## src/rtl/stim_gen_if.sv

```systemverilog
// Operand-stimulus bus: control from the test controller in, operand vectors out.
// The master side is the generator; the slave side is the controller/monitor.
interface stim_gen_if #(
    parameter int WIDTH = 32
);
    logic             i_start;
    logic [1:0]       i_mode;
    logic [31:0]      i_count;
    logic             i_hold;
    logic             i_stop;
    logic [WIDTH-1:0] o_dut_ia;
    logic [WIDTH-1:0] o_dut_ib;
    logic             o_valid;
    logic [31:0]      o_vec_idx;
    logic             o_busy;
    logic             o_done;

    modport master (
        input  i_start, i_mode, i_count, i_hold, i_stop,
        output o_dut_ia, o_dut_ib, o_valid, o_vec_idx, o_busy, o_done
    );

    modport slave (
        output i_start, i_mode, i_count, i_hold, i_stop,
        input  o_dut_ia, o_dut_ib, o_valid, o_vec_idx, o_busy, o_done
    );
endinterface

```

## src/rtl/stim_gen.sv

```systemverilog
// Operand stimulus generator: random / walking-one / corner / exhaustive vectors,
// one per clock, bracketed by a start/done handshake.
module stim_gen #(
    parameter int          WIDTH = 32,
    parameter logic [31:0] SEED  = 32'hACE1_2024
) (
    input  logic       clk,
    input  logic       reset,
    stim_gen_if.master bus
);
    localparam logic [31:0]   LFSR_MASK = 32'h8020_0003;
    localparam logic [31:0]   SEED_B    = SEED ^ 32'h5A5A_5A5A;
    localparam int            KW        = (WIDTH > 1) ? $clog2(WIDTH) : 1;
    localparam logic [KW-1:0] K_LAST    = KW'(WIDTH - 1);

    typedef enum logic [1:0] {IDLE, RUN, DONE} state_t;

    // Generator state describes the vector currently on the outputs.
    typedef struct packed {
        logic [31:0]        lfsr_a;
        logic [31:0]        lfsr_b;
        logic [KW-1:0]      walk_k;
        logic [2*WIDTH-1:0] ex_cnt;
    } gen_t;

    localparam gen_t GEN_INIT = '{lfsr_a: SEED, lfsr_b: SEED_B, walk_k: '0, ex_cnt: '0};

    function automatic logic [31:0] lfsr_step(input logic [31:0] s);
        return s[0] ? ((s >> 1) ^ LFSR_MASK) : (s >> 1);
    endfunction

    function automatic gen_t gen_step(input gen_t g);
        gen_t n;
        n.lfsr_a = lfsr_step(g.lfsr_a);
        n.lfsr_b = lfsr_step(g.lfsr_b);
        n.walk_k = (g.walk_k == K_LAST) ? '0 : g.walk_k + KW'(1);
        n.ex_cnt = g.ex_cnt + (2*WIDTH)'(1);
        return n;
    endfunction

    // Returns {B, A} for the given mode; ci is the low nibble of the vector index.
    function automatic logic [2*WIDTH-1:0] vec_of(input logic [1:0] mode, input gen_t g,
                                                  input logic [3:0] ci);
        logic [3:0][WIDTH-1:0] corner;
        logic [WIDTH-1:0]      a;
        logic [WIDTH-1:0]      b;
        corner[0] = '0;
        corner[1] = WIDTH'(1);
        corner[2] = '1;
        corner[3] = WIDTH'(1) << (WIDTH - 1);
        case (mode)
            2'b00: begin
                a = g.lfsr_a[WIDTH-1:0];
                b = g.lfsr_b[WIDTH-1:0];
            end
            2'b01: begin
                a = WIDTH'(1) << g.walk_k;
                b = ~a;
            end
            2'b10: begin
                a = corner[ci[3:2]];
                b = corner[ci[1:0]];
            end
            default: begin
                a = g.ex_cnt[WIDTH-1:0];
                b = g.ex_cnt[2*WIDTH-1:WIDTH];
            end
        endcase
        return {b, a};
    endfunction

    state_t           state, state_nxt;
    logic [1:0]       mode_q, mode_nxt;
    logic [31:0]      count_q, count_nxt;
    gen_t             gen_q, gen_nxt, gen_adv;
    logic [WIDTH-1:0] ia_q, ia_nxt;
    logic [WIDTH-1:0] ib_q, ib_nxt;
    logic             valid_q, valid_nxt;
    logic [31:0]      idx_q, idx_nxt;
    logic             busy_q, busy_nxt;
    logic             done_q, done_nxt;
    logic             last;

    always_ff @(posedge clk) begin
        if (!reset) begin
            state   <= IDLE;
            mode_q  <= '0;
            count_q <= '0;
            gen_q   <= GEN_INIT;
            ia_q    <= '0;
            ib_q    <= '0;
            valid_q <= 1'b0;
            idx_q   <= '0;
            busy_q  <= 1'b0;
            done_q  <= 1'b0;
        end else begin
            state   <= state_nxt;
            mode_q  <= mode_nxt;
            count_q <= count_nxt;
            gen_q   <= gen_nxt;
            ia_q    <= ia_nxt;
            ib_q    <= ib_nxt;
            valid_q <= valid_nxt;
            idx_q   <= idx_nxt;
            busy_q  <= busy_nxt;
            done_q  <= done_nxt;
        end
    end

    always_comb begin
        state_nxt = state;
        mode_nxt  = mode_q;
        count_nxt = count_q;
        gen_nxt   = gen_q;
        ia_nxt    = ia_q;
        ib_nxt    = ib_q;
        valid_nxt = 1'b0;
        idx_nxt   = idx_q;
        busy_nxt  = busy_q;
        done_nxt  = 1'b0;
        gen_adv   = gen_step(gen_q);
        // A zero count never terminates; idx simply wraps.
        last      = (count_q != '0) && (idx_q == count_q - 32'd1);

        case (state)
            IDLE: begin
                if (bus.i_start) begin
                    state_nxt        = RUN;
                    mode_nxt         = bus.i_mode;
                    count_nxt        = bus.i_count;
                    gen_nxt          = GEN_INIT;
                    idx_nxt          = '0;
                    {ib_nxt, ia_nxt} = vec_of(bus.i_mode, GEN_INIT, 4'd0);
                    valid_nxt        = 1'b1;
                    busy_nxt         = 1'b1;
                end
            end
            RUN: begin
                if (bus.i_stop || last) begin
                    state_nxt = DONE;
                    busy_nxt  = 1'b0;
                    done_nxt  = 1'b1;
                end else if (!bus.i_hold) begin
                    gen_nxt          = gen_adv;
                    idx_nxt          = idx_q + 32'd1;
                    {ib_nxt, ia_nxt} = vec_of(mode_q, gen_adv, idx_nxt[3:0]);
                    valid_nxt        = 1'b1;
                end
            end
            DONE: begin
                state_nxt = IDLE;
            end
            default: begin
                state_nxt = IDLE;
            end
        endcase
    end

    assign bus.o_dut_ia  = ia_q;
    assign bus.o_dut_ib  = ib_q;
    assign bus.o_valid   = valid_q;
    assign bus.o_vec_idx = idx_q;
    assign bus.o_busy    = busy_q;
    assign bus.o_done    = done_q;
endmodule

```

## src/flat_wrapper.sv

```systemverilog
// flat-port wrapper written by rule: the top's interface ports become plain ports
module stim_gen_flat 
#(
    parameter int          WIDTH = 32,
    parameter logic [31:0] SEED  = 32'hACE1_2024
)
  (clk, reset, bus_i_start, bus_i_mode, bus_i_count, bus_i_hold, bus_i_stop, bus_o_dut_ia, bus_o_dut_ib, bus_o_valid, bus_o_vec_idx, bus_o_busy, bus_o_done);
  stim_gen_if #(.WIDTH(WIDTH)) bus_i ();
  input  logic clk;
  input  logic reset;
  input wire logic [$bits(bus_i.i_start)-1:0] bus_i_start;
  input wire logic [$bits(bus_i.i_mode)-1:0] bus_i_mode;
  input wire logic [$bits(bus_i.i_count)-1:0] bus_i_count;
  input wire logic [$bits(bus_i.i_hold)-1:0] bus_i_hold;
  input wire logic [$bits(bus_i.i_stop)-1:0] bus_i_stop;
  output wire logic [$bits(bus_i.o_dut_ia)-1:0] bus_o_dut_ia;
  output wire logic [$bits(bus_i.o_dut_ib)-1:0] bus_o_dut_ib;
  output wire logic [$bits(bus_i.o_valid)-1:0] bus_o_valid;
  output wire logic [$bits(bus_i.o_vec_idx)-1:0] bus_o_vec_idx;
  output wire logic [$bits(bus_i.o_busy)-1:0] bus_o_busy;
  output wire logic [$bits(bus_i.o_done)-1:0] bus_o_done;
  assign bus_i.i_start = bus_i_start;
  assign bus_i.i_mode = bus_i_mode;
  assign bus_i.i_count = bus_i_count;
  assign bus_i.i_hold = bus_i_hold;
  assign bus_i.i_stop = bus_i_stop;
  assign bus_o_dut_ia = bus_i.o_dut_ia;
  assign bus_o_dut_ib = bus_i.o_dut_ib;
  assign bus_o_valid = bus_i.o_valid;
  assign bus_o_vec_idx = bus_i.o_vec_idx;
  assign bus_o_busy = bus_i.o_busy;
  assign bus_o_done = bus_i.o_done;
  stim_gen #(.WIDTH(WIDTH), .SEED(SEED)) u_core (.clk(clk), .reset(reset), .bus(bus_i));
endmodule
```

## config.mk

```make
export PLATFORM = sky130hd
export DESIGN_NAME = stim_gen_flat
export DESIGN_NICKNAME = d
export VERILOG_FILES = /design/src/rtl/stim_gen_if.sv /design/src/rtl/stim_gen.sv /design/src/flat_wrapper.sv
export SDC_FILE = /design/constraint.sdc
export NUM_CORES = 1
export LEC_CHECK = 0
export ABC_AREA = 0
export CAP_MARGIN = 0
export CORE_ASPECT_RATIO = 0.75
export CORE_MARGIN = 2
export CORE_UTILIZATION = 50
export DETAILED_ROUTE_END_ITERATION = 16
export GPL_ROUTABILITY_DRIVEN = 0
export PLACE_DENSITY = 0.72
export SETUP_SLACK_MARGIN = 0.15
export SLEW_MARGIN = 30
export SYNTH_ARGS = -nofsm -noshare
export SYNTH_HDL_FRONTEND = slang
export SYNTH_SLANG_ARGS = --single-unit
```

## constraint.sdc

```tcl
create_clock -name clk -period 4.3 [get_ports clk]
set_input_delay 0.86 -clock clk [delete_from_list [all_inputs] [get_ports clk]]
set_output_delay 0.86 -clock clk [all_outputs]
set_load 0.02 [all_outputs]
```

==> results of run 1 <==
## state kept, by name, indices dropped and copies added (netlist names)
| name | cells |
|---|---|
| u_core.bus.o_busy | 1 |
| u_core.bus.o_valid | 1 |
| u_core.gen_q | 133 |
| u_core.bus.o_vec_idx | 32 |
| u_core.mode_q | 2 |
| u_core.count_q | 32 |
| u_core.bus.o_dut_ib | 32 |
| u_core.bus.o_done | 1 |
| u_core.state | 2 |
| u_core.bus.o_dut_ia | 32 |
## logic make-up (layout without fill, tap and decap cells)
logic type	after synthesis	in the layout
buffers and inverters	174	257
xor gates and xnor gates	84	84
muxes	7	7
and+or+nand+nor	661	661
adders and majority gates	7	7
DFF	268	268
AOI/OAI and AO/OA	536	536
## final cells by class
cell class	count	area (um2)
Inverter	23	86.3
Clock buffer	33	728
Multi-Input combinational cell	1295	8130
Clock inverter	16	213
Fill cell	2502	11300
Sequential cell	268	5370
Timing Repair Buffer	185	1780
Tap cell	385	482
## Yosys cell counts, types with 16 or more instances
cell / instances / area (um2)
a31oi_1: 31 / 194
a22o_1: 38 / 333
o21ai_0: 101 / 505
or3_1: 51 / 319
xnor2_1: 55 / 482
a221oi_1: 25 / 219
o31ai_1: 22 / 165
a21boi_1: 16 / 120
nand2b_1: 20 / 125
o211ai_1: 19 / 143
a21oi_1: 68 / 340
nor3_1: 37 / 185
dfxtp_1: 268 / 5370
xor2_1: 29 / 254
o22a_1: 30 / 263
nor4_1: 32 / 200
nand4_1: 24 / 150
clkbuf_1: 108 / 405
or4_1: 18 / 135
inv_1: 23 / 86.3
a21o_1: 20 / 150
a211oi_1: 20 / 150
a21boi_0: 37 / 278
and3_1: 24 / 150
nand2_1: 225 / 845
nor2_1: 65 / 244
buf_2: 16 / 80.1
a221o_1: 19 / 190
and2_1: 23 / 144
nand3_1: 93 / 465
## per-layer routing
layer | wire length [um] | vias to the layer above | GRT usage (%) | part of all wire (%)
met1 | 21500 | 6703 | 46.6 | 45
li1 | - | 6599 | - | -
met5 | 0 | - | 0 | 0
met2 | 18800 | 807 | 42.2 | 40
met3 | 6300 | 72 | 10.3 | 13
met4 | 859 | 0 | 6.64 | 1.8
## where the power goes
| part | switching, W | total (W) | internal [W] |
|---|---|---|---|
| clock network | 0.00103 | 0.00254 | 0.00150 |
| registers | 0.000104 | 0.00270 | 0.00259 |
| logic | 0.000629 | 0.00102 | 0.000388 |
| total | 0.00177 | 0.00625 | 0.00448 |
## through the flow
stage               area (um2)  instances  setup slack (ns)  power [W]
floorplan                14300       1737              1.11    0.00337
finish                   16800       2205             0.434    0.00625
global placement         15800       2156             0.384    0.00372
CTS                      16800       2205             0.235    0.00623
global route             16800       2205             0.263    0.00644
detailed placement       15800       2156             0.234    0.00373
## how the worst max path moves through the flow
stage / cells after the start / slack [ns] / endpoint / startpoint
after floorplan: 13 / 1.11 / u_core.gen_q[39] / u_core.count_q[11]
after CTS: 11 / 0.24 / u_core.gen_q[22] / u_core.count_q[0]
after global placement: 11 / 0.38 / u_core.gen_q[22] / u_core.count_q[0]
final: 10 / 0.43 / u_core.gen_q[66] / u_core.count_q[2]
after global routing: 11 / 0.26 / u_core.gen_q[66] / u_core.count_q[0]
after detailed placement: 11 / 0.23 / u_core.gen_q[22] / u_core.count_q[0]
## worst max-delay path, cell delays in order (launching register included)
cell	delay, ns
dfxtp_1	0.40
or4_1	0.56
o21a_1	0.20
o311ai_0	0.56
nand2_1	0.24
nor4_1	0.24
nand4b_1	0.27
o21ai_4	0.37
and2_2	0.45
buf_12	0.27
a221o_1	0.20
==> out/metrics.cfg, run 1 <==
[logic_synthesis]
synth_compound_gate_area_share_pct = 26.9
synth-async-reset-ratio_pct = 0
synth_edf_count = 0
synth-seq-cells = 268
muxShareOfSynthArea_pct = 0.509
synth_nets = 1783
synth_adder_area_share_pct = 0.614
synth-xor-area-share_pct = 5.16
yosys_most_used_dff = dfxtp_1
seq_area_frac_synth_pct = 37.6
syn_avg_cell_area_um2 = 8.21
synth_cell_types = 77
synth_top_family_by_area = compound AO/OA/AOI/OAI gates
yosys_warnings = 0
syn-cell-area_um2 = 14300
synth-simple-area-share_pct = 23.6
synth_cells = 1737

[setup_path]
r2r_end = u_core.gen_q[66]
cp-start-kind = flip-flop
rr_startpoint = u_core.count_q[2]
path_class = reg -> reg
r2r_setup_slack_ns = 0.43
cp.required_ns = 4.78
arrival_ns = 4.34
reg2reg_depth = 10
cp_max_fo = 40
endpoint_kind = flip-flop

[floorplan]
dieHeight_um = 150
die_width_um = 199
pin_count = 138
core_area_um2 = 28100
fp.dieArea_um2 = 29900
start_util_pct = 50.8
rows = 53

[pwr]
irDropWorstVdd_v = 0.000294
p_leak_nw = 5.89
powerDensity_nw_per_um2 = 372

[routing]
routed_via_density = 6.43
drt-total-wl_mm = 47.5
first_pass_iters = 6
drt-initial-drc-count = 1894
wl_per_cell_um = 21.5
drtAntennaViolNets = 0
drc_errors = 0
vias = 14181

[sta]
min_period_over_period_pct = 89.9
max_freq_ghz = 0.259
hold_viol = 0
fin_worst_skew_ns = 0.0154
grt_setup_unrepaired = false
worstMarginPinSlew_ns = 0.980
slew_headroom_pct = 34.7
finalMaxSlewViolations = 0
tns_ns = 0
fin_crit_ns = 3.87
setup_viol = 0
holdWs_ns = 0.455

[layout]
layout.nets = 1846
syn_to_final_growth_pct = 17.7
final_util_pct = 59.8
diodes = 0
drive_above_1_share_pct = 7.14
layout_common_cells = dfxtp_1, nand2_1, clkdlybuf4s50_1
final_common_cell = dfxtp_1

[clock_network]
postCtsResizedCells = 0
clock_latency_ns = 0.55
root_buffer = clkbuf_16
cts_sinks = 268
clk_path_buf_depth = 3
postCtsSetupBuffers = 0
cts_tree = yes
holdBufCountCts = 0
htree_levels = 1
cts_buffers = 27
clk_pin_slew_ns = 0.06

[worst_hold_path]
whs_endpoint = u_core.bus.o_dut_ia[6]
holdPathStages = 2
hold_start = u_core.bus.o_dut_ia[6]
min_path_type = reg -> reg

[status]
status = finished, final reports clean

[placement]
hpwl_mm = 33.3
port_buffers = 137

[global_route]
grt_pass1_vias = 12751
antenna_found_initial = 0
grt_first_pass_wirelength_mm = 72.6
track_usage_pct = 31.0
grt-ovfl-total = 0
grt_max_degree = 98

[run]
maxCapViolations = 0

Note: power is estimated with default switching activity, not from simulation.
==> run 2, diff against run 1 <==
--- a/config.mk
+++ b/config.mk
@@ -6,6 +6,7 @@
 export NUM_CORES = 1
 export LEC_CHECK = 0
 export ABC_AREA = 0
+export ABC_CLOCK_PERIOD_IN_PS = 4300
 export CAP_MARGIN = 0
 export CORE_ASPECT_RATIO = 0.75
 export CORE_MARGIN = 2
==> results of run 2 <==
The final DEF is identical to that of run 1; final timing and power are the same.
==> run 3, diff against run 2 <==
--- a/config.mk
+++ b/config.mk
@@ -6,7 +6,7 @@
 export NUM_CORES = 1
 export LEC_CHECK = 0
 export ABC_AREA = 0
-export ABC_CLOCK_PERIOD_IN_PS = 4300
+export ABC_CLOCK_PERIOD_IN_PS = 3900
 export CAP_MARGIN = 0
 export CORE_ASPECT_RATIO = 0.75
 export CORE_MARGIN = 2
==> constraint.sdc (replaced) <==
create_clock -name clk -period 3.9 [get_ports clk]
set_input_delay 0.78 -clock clk [delete_from_list [all_inputs] [get_ports clk]]
set_output_delay 0.78 -clock clk [all_outputs]
set_load 0.02 [all_outputs]
==> run 3 against run 2 <==
Effect of this change:
- worst hold slack got worse by 0.0029 ns
- routed wire length increased by 0.77%
- non-clock buffer count increased by 17
- die area unchanged
- via count increased by 0.83%
- register-to-register slack got worse by 0.11 ns
- sequential power increased by 10%
- worst setup slack got worse by 0.11 ns
- critical path type unchanged
- largest cell class unchanged
==> out/metrics.cfg, run 3 (same netlist as run 1, synthesis figures left out) <==
[setup_path]
slowest_delay_ns = 0.57  ; about the same
rr_startpoint = u_core.count_q[13]
r2r_end = u_core.gen_q[122]
path_buf_inv = 1  ; unchanged
path_class = reg -> reg
crit_slowest_cell = or4_4
r2r_setup_slack_ns = 0.32  ; -0.11 ns
cp-start-kind = flip-flop
arrival_ns = 4.02  ; -0.32 ns
cp.required_ns = 4.34  ; -0.44 ns
crit_chain = or3_1 -> or4_4 -> nor3_4 -> mux2i_1 -> a31oi_1 -> or4b_4 -> o21ai_4 -> buf_12 -> nand2_2 -> o22a_1
cpLargestDelayFamily = simple AND/OR/NAND/NOR gates
endpoint_kind = flip-flop
reg2reg_depth = 10  ; unchanged
cp_max_fo = 30  ; -25%

[clock_network]
cts_buffers = 27  ; unchanged
cts_sinks = 268  ; unchanged
root_buffer = clkbuf_16
cts_tree = yes
htree_levels = 1  ; unchanged
clock_latency_ns = 0.56  ; about the same
clk_path_buf_depth = 3  ; unchanged
clk_pin_slew_ns = 0.07  ; about the same

[sta]
fin_worst_skew_ns = 0.0109  ; -0.00444 ns
max_freq_ghz = 0.280  ; +8.1%
holdWs_ns = 0.452  ; -0.00293 ns
grt_setup_unrepaired = true
setup_viol = 0  ; unchanged
slew_headroom_pct = 38.1  ; +3.4 points
worstMarginPinSlew_ns = 0.929  ; -0.0507 ns
finalMaxSlewViolations = 0  ; unchanged
tns_ns = 0  ; unchanged
fin_crit_ns = 3.58  ; -0.291 ns
hold_viol = 0  ; unchanged
min_period_over_period_pct = 91.7  ; +1.8 points

[global_route]
track_usage_pct = 31.5  ; +0.53 points
grt-ovfl-total = 0  ; unchanged
grt_max_degree = 54  ; -45%
grt_pass1_vias = 12847  ; +0.75%
antenna_found_initial = 2  ; +2
grt_first_pass_wirelength_mm = 73.6  ; +1.4%

[run]
maxCapViolations = 0  ; unchanged

[pwr]
totalPowerFinal_w = 0.00680  ; +8.8%
irDropWorstVdd_v = 0.000331  ; +13%
p_leak_nw = 5.97  ; +1.3%
powerDensity_nw_per_um2 = 401  ; +7.6%

[routing]
drc_errors = 0  ; unchanged
vias = 14299  ; +0.83%
first_pass_iters = 7  ; +1
routed_via_density = 6.44  ; +0.15%
drt-total-wl_mm = 47.9  ; +0.77%
wl_per_cell_um = 21.6  ; about the same
drtAntennaViolNets = 0  ; unchanged
drt-initial-drc-count = 2252  ; +19%

[floorplan]
core_area_um2 = 28100  ; unchanged
start_util_pct = 50.8  ; unchanged
fp.dieArea_um2 = 29900  ; unchanged
dieHeight_um = 150  ; unchanged
die_width_um = 199  ; unchanged
pin_count = 138  ; unchanged
rows = 53  ; unchanged

[worst_hold_path]
min_path_type = reg -> reg
holdPathStages = 2  ; unchanged
whs_endpoint = u_core.bus.o_dut_ia[28]
hold_start = u_core.bus.o_dut_ia[28]

[status]
status = finished, final reports clean

[placement]
placed_area_um2 = 16000  ; +1.1%
hpwl_mm = 33.5  ; +0.63%
dp.cells = 2173  ; +0.79%
port_buffers = 137  ; unchanged

[layout]
layout_common_cells = dfxtp_1, nand2_1, clkdlybuf4s50_1
largest_reg_flops = 133  ; unchanged
layout.cells.non_filler = 2220  ; +0.68%
design_area_um2 = 17000  ; +1.1%
regMostFlops = u_core.gen_q
final_common_cell = dfxtp_1
diodes = 0  ; unchanged
drive_above_1_share_pct = 8.34  ; +1.2 points
layout.nets = 1863  ; +0.92%
nFillCells = 2484  ; -0.72%
syn_to_final_growth_pct = 19.0

==> run 3: how the worst max path moves through the flow <==
stage / startpoint / to / slack (ns) / depth (start not counted)
finish: u_core.count_q[13] / u_core.gen_q[122] / 0.32 / 10
floorplan: u_core.count_q[11] / u_core.gen_q[39] / 0.71 / 13
global placement: u_core.count_q[0] / u_core.gen_q[7] / 0.33 / 13
detailed placement: u_core.count_q[0] / u_core.gen_q[38] / 0.22 / 13
CTS: u_core.count_q[0] / u_core.gen_q[22] / 0.21 / 13
global route: u_core.count_q[13] / u_core.bus.o_vec_idx[6] / 0.15 / 11
==> run 3: layer usage <==
metal	vias to the layer above	share of wire, %	track usage [%]
met5	-	0.15	1.85
met1	6817	46	47.8
li1	6631	-	-
met4	2	2.0	6.19
met3	91	13	10.4
met2	758	40	42.6
==> run 3: cell type report <==
type                       instances  area [um2]  area share [%]
clock inverter                    10         109           0.642
sequential                       268        5370            31.6
clock buffer                      37         783            4.62
multi-input combinational       1295        8180            48.2
inverter                          23        86.3           0.509
timing repair buffer             202        1960            11.6
tap                              385         482            2.84
==> run 3: repair_timing <==
item,4_1_cts,5_1_grt
setup buffers,0,0
setup endpoints to repair,0,202
hold buffers,0,0
resized for setup,0,12
==> run 3: worst min-delay path, stage by stage (launching register included) <==
cell and delay (ns):
dfxtp_1 0.31, nand2_1 0.05, a21boi_1 0.05
==> run 3: report_power, final <==
group	total [W]	internal [W]	switching, W
Combinational	0.00116	0.000450	0.000707
Sequential	0.00297	0.00286	0.000115
Clock	0.00267	0.00153	0.00114
Total	0.00680	0.00484	0.00196
==> run 3: through the flow <==
step / utilization [%] / setup WS [ns]
after detailed placement: 57.1 / 0.220
final: 60.5 / 0.324
after global routing: 60.5 / 0.153
after floorplan: - / 0.713
after CTS: 60.2 / 0.209
after global placement: 57.0 / 0.332
